==> src/rtl/usart_rx_buffer.sv <==
// Receive-side byte FIFO for a USART with registered RTS hysteresis flow control.
// Optional sticky overrun flag is enabled by defining USART_RX_OVERRUN_FLAG_EN.
module usart_rx_buffer #(
    parameter int unsigned DEPTH_LOG2 = 4,
    parameter int unsigned HIGH_WATER = 12,
    parameter int unsigned LOW_WATER  = 4
) (
    input  logic                  comm_clock,
    input  logic                  comm_reset_n,
    input  logic [7:0]            rx_data,
    input  logic                  rx_valid,
    output logic [7:0]            out_data,
    output logic                  out_valid,
    input  logic                  out_ready,
    output logic [DEPTH_LOG2:0]   fill_count,
    output logic                  rts_pin,
    output logic                  overrun,
    input  logic                  overrun_clear
);

    localparam int unsigned DEPTH = 1 << DEPTH_LOG2;
    localparam logic [DEPTH_LOG2:0] HW_LEVEL = (DEPTH_LOG2 + 1)'(HIGH_WATER);
    localparam logic [DEPTH_LOG2:0] LW_LEVEL = (DEPTH_LOG2 + 1)'(LOW_WATER);

    logic [7:0]            mem [DEPTH];
    logic [DEPTH_LOG2-1:0] wr_ptr;
    logic [DEPTH_LOG2-1:0] rd_ptr;
    logic [DEPTH_LOG2:0]   next_count;
    logic                  full;
    logic                  push;
    logic                  pop;
    logic                  overrun_evt;

    // fill_count never exceeds DEPTH, so its MSB alone marks the full state
    assign full        = fill_count[DEPTH_LOG2];
    assign out_valid   = (fill_count != '0);
    assign out_data    = mem[rd_ptr];
    assign pop         = out_valid && out_ready;
    assign push        = rx_valid && (!full || pop);
    assign overrun_evt = rx_valid && full && !pop;

    always_comb begin
        next_count = fill_count;
        case ({push, pop})
            2'b10:   next_count = fill_count + 1'b1;
            2'b01:   next_count = fill_count - 1'b1;
            default: next_count = fill_count;
        endcase
    end

    always_ff @(posedge comm_clock) begin
        if (push) begin
            mem[wr_ptr] <= rx_data;
        end
    end

    always_ff @(posedge comm_clock or negedge comm_reset_n) begin
        if (!comm_reset_n) begin
            wr_ptr     <= '0;
            rd_ptr     <= '0;
            fill_count <= '0;
            rts_pin    <= 1'b0;
        end else begin
            if (push) begin
                wr_ptr <= wr_ptr + 1'b1;
            end
            if (pop) begin
                rd_ptr <= rd_ptr + 1'b1;
            end
            fill_count <= next_count;
            // Hysteresis: between the thresholds rts_pin keeps its value
            if (next_count >= HW_LEVEL) begin
                rts_pin <= 1'b1;
            end else if (next_count <= LW_LEVEL) begin
                rts_pin <= 1'b0;
            end
        end
    end

`ifdef USART_RX_OVERRUN_FLAG_EN
    always_ff @(posedge comm_clock or negedge comm_reset_n) begin
        if (!comm_reset_n) begin
            overrun <= 1'b0;
        end else if (overrun_evt) begin
            overrun <= 1'b1;
        end else if (overrun_clear) begin
            overrun <= 1'b0;
        end
    end
`else
    logic unused_overrun_sig;
    assign unused_overrun_sig = overrun_clear ^ overrun_evt;
    assign overrun            = 1'b0;
`endif

endmodule

==> config.mk <==
export PLATFORM = sky130hd
export DESIGN_NAME = usart_rx_buffer
export DESIGN_NICKNAME = d
export VERILOG_FILES = /design/src/rtl/usart_rx_buffer.sv
export SDC_FILE = /design/constraint.sdc
export NUM_CORES = 1
export LEC_CHECK = 0
export CAP_MARGIN = 20
export CORE_MARGIN = 2
export CORE_UTILIZATION = 59
export CTS_CLUSTER_DIAMETER = 40
export DETAILED_ROUTE_END_ITERATION = 7
export GPL_ROUTABILITY_DRIVEN = 1
export GPL_TIMING_DRIVEN = 1
export HOLD_SLACK_MARGIN = 0.02
export MAX_ROUTING_LAYER = met4
export PLACE_DENSITY = 0.78
export SETUP_SLACK_MARGIN = 0.3
export SYNTH_ARGS = -nofsm -noshare
export SYNTH_HDL_FRONTEND = slang
export SYNTH_SLANG_ARGS = --single-unit
==> constraint.sdc <==
create_clock -name comm_clock -period 3.2 [get_ports comm_clock]
set_clock_uncertainty 0.05 [all_clocks]
set_input_delay 0.64 -clock comm_clock [delete_from_list [all_inputs] [get_ports comm_clock]]
set_output_delay 0.64 -clock comm_clock [all_outputs]
set_load 0.01 [all_outputs]
==> impl_metrics.yaml <==
power_and_ir_drop:
  vdd_ir_drop_max_v: 0.0005062
  p_per_area_nw_per_um2: 963.1
  power_leakage_uw: 0.002446
critical_path:
  crit_start: "rd_ptr[0]"
  critical_path.startpoint_type: "flip-flop"
  critical_path.max_fanout: 6
  cp.required_ns: 2.51
  criticalPathCategory: "reg -> out"
  cp_cell_sequence: "buf_6 -> buf_8 -> buf_16 -> mux4_2 -> mux4_2 -> buf_6"
  crit_path_max_incr_delay_ns: 0.50
  cpMaxStageDelayCell: "mux4_2"
  endpoint_kind: "output port"
  critPathArrivalTime_ns: 2.44
  r2r-start: "fill_count[0]"
floorplanning:
  initial_core_util_pct: 60.10
  die_width_um: 103.1
  core_region_area_um2: 9639
  floorplan.io_pins: 29
  die-area_um2: 10630
  die_height_um: 103.1
  placementRows: 36
grt:
  first_global_vias: 3073
  grt_pass1_wl_mm: 17.91
  groute.usage.overall_pct: 25.57
  grt_overflow_total: 0
  grt_max_degree: 36
  grt_antenna_before_repair: 1
synth:
  combinational_family_with_the_most_area_after_synthesis: "multiplexers"
  synth_simple_gate_area_share_pct: 3.348
  syn-instance-count: 281
  ys_seq_area_share_pct: 72.40
  mappedNetlistArea_um2: 5793
  synth_mux_area_share_pct: 16.89
  yosys.area_share.xor_xnor_pct: 1.361
  ys_ff_latch: 142
  synth-warning-count: 0
  synth_cell_type_count: 34
  async_reset_ff_share_pct: 9.859
  synth-edff-count: 128
  mappedNetlistNets: 304
  syn_area_per_cell_um2: 20.62
  synth-adder-area-share_pct: 2.289
  ys.flop_type: "edfxtp_1"
  synth_compound_area_share_pct: 1.210
place:
  place_congestion: 0.8122
  detailedPlace.worstSlack_ns: 0.07709
  dp_hpwl_mm: 6.626
  port_buffers: 26
  post_dp_cell_area_um2: 6304
  place_inst: 448
drt:
  routed_vias_inst: 5.924
  first_iter_violations: 247
  ant_nets: 0
  post-route-drc-count: 0
  post_drt_wl_per_cell_um: 24.42
  drt_pass1_iterations: 4
  finalWirelength_mm: 11.92
  num_vias: 2891
sta:
  final_hold_viol_count: 0
  timing.final.ws_setup_ns: 0.06667
  timing.fmax_mhz: 319.2
  maxSlewViolCount: 0
  fin_crit_share_pct: 97.92
  finalSetupViolCount: 0
  min_period_ns: 3.133
  least_margin_pin_slew_ns: 0.6675
  timing.max_slew.rel_slack_pct: 55.36
  whs_ns: 0.4757
  setup_repair_after_global_routing_missed_its_margin: "true"
cells_and_area:
  final_area_um2: 7034
  postLayoutCoreUtil_pct: 72.98
  most-common-layout-cells: "edfxtp_1, mux4_2, buf_4"
  areaGrowthSynthToFinish_pct: 21.43
  drive_gt1_share_pct: 29.10
  instances_no_fill: 488
  num-nets-final: 364
  final_common_cell: "edfxtp_1"
clock_tree:
  tritoncts.num_buffers: 17
  cts_root_buffer: "clkbuf_8"
  worst_skew_pair.late_latency_ns: 0.52
  clk_buf_depth: 2
  tritoncts: "yes"
  cts.sink_count: 142
  h_tree_depth: 4
  worst_setup_hold_path_clk_slew_ns: 0.06
run:
  cap_viol_max_count: 0
run_status:
  status: "finished clean"
min_path:
  timing.hold.worst.class: "in -> async"
## through the flow
| stage | total power, uW | TNS [ns] |
|---|---|---|
| floorplan | 3770 | 0 |
| global placement | 4400 | 0 |
| detailed placement | 4466 | 0 |
| CTS | 6759 | 0 |
| global route | 7073 | -0.00003308 |
| finish | 6774 | 0 |
## power breakdown
group / internal, uW / total, uW / switching [uW] / leakage (uW)
combinational: 1240 / 2230 / 996 / 0.000833
clock: 1280 / 2070 / 793 / 0.000294
sequential: 2260 / 2470 / 208 / 0.00132
total: 4780 / 6770 / 2000 / 0.00245
## logic make-up (layout without fill, tap and decap cells)
logic type      count (synthesis)  count (layout)
simple gates                   42              42
mux                            42              42
buf+inv                        23              96
xor+xnor                        9               9
fa+ha+maj                      10              10
other cells                     1               2
flops                         142             142
compound gates                 12              12
## worst max-delay path: cells and delay by family (launching register included)
kind | cells | cell delay (ns)
buffers and inverters | 4 | 0.50
flip-flops | 1 | 0.41
multiplexers | 2 | 1.00
## cell type report
class                      count  area (um2)
fill                         586        2605
multi-input combinational    116        1428
timing repair buffer          55       586.8
inverter                       9       33.78
tap                          133       166.4
clock inverter                15       207.7
antenna                        1       2.502
clock buffer                  17       414.1
sequential                   142        4195
## routing by layer
layer / global-route usage [%] / up-vias / routed length [um]
met1: 32.58 / 1452 / 4673
li1: - / 1256 / -
met5: - / - / 0
met4: 12.75 / 0 / 340
met2: 37.81 / 148 / 5804
met3: 7.661 / 35 / 1100
## cell usage after synthesis (2+ instances only)
library cell | n | area share, %
edfxtp_1 | 128 | 66
mux4_2 | 25 | 9.7
mux4_1 | 15 | 6.8
nor2_1 | 15 | 0.97
dfrtp_1 | 14 | 6.0
nand2_1 | 10 | 0.65
ha_1 | 9 | 1.9
inv_1 | 8 | 0.52
xnor2_1 | 7 | 1.1
clkbuf_1 | 6 | 0.39
nor3_1 | 6 | 0.52
a21oi_1 | 5 | 0.43
nand2b_1 | 4 | 0.43
buf_6 | 3 | 0.58
o21ai_1 | 3 | 0.26
and3_1 | 2 | 0.22
nand4_1 | 2 | 0.22
o21a_1 | 2 | 0.26
xor2_1 | 2 | 0.30
## worst paths after layout
kind / to / slack, ns / cells past startpoint
max: out_data[1] / 0.07 / 6
min: fill_count[3] / 0.48 / 1
max reg2reg: rts_pin / 0.65 / 10
min reg2reg: rts_pin / 0.48 / 2
max in group asynchronous: rd_ptr[0] / 2.16 / 1
min in group comm_clock: rts_pin / 0.48 / 2
## registers in the layout (all words and copies together) (netlist names)
signal / flops
rts_pin: 1
wr_ptr: 4
fill_count: 5
mem: 128
rd_ptr: 4
## repair_timing
| item | CTS | global route |
|---|---|---|
| gates cloned | 3 | 0 |
| hold buffers | 0 | 0 |
| resized for setup | 51 | 5 |
| endpoints found under the setup margin | 8 | 8 |
| setup buffers | 4 | 0 |
No activity file was read; power rests on OpenSTA's default activity.
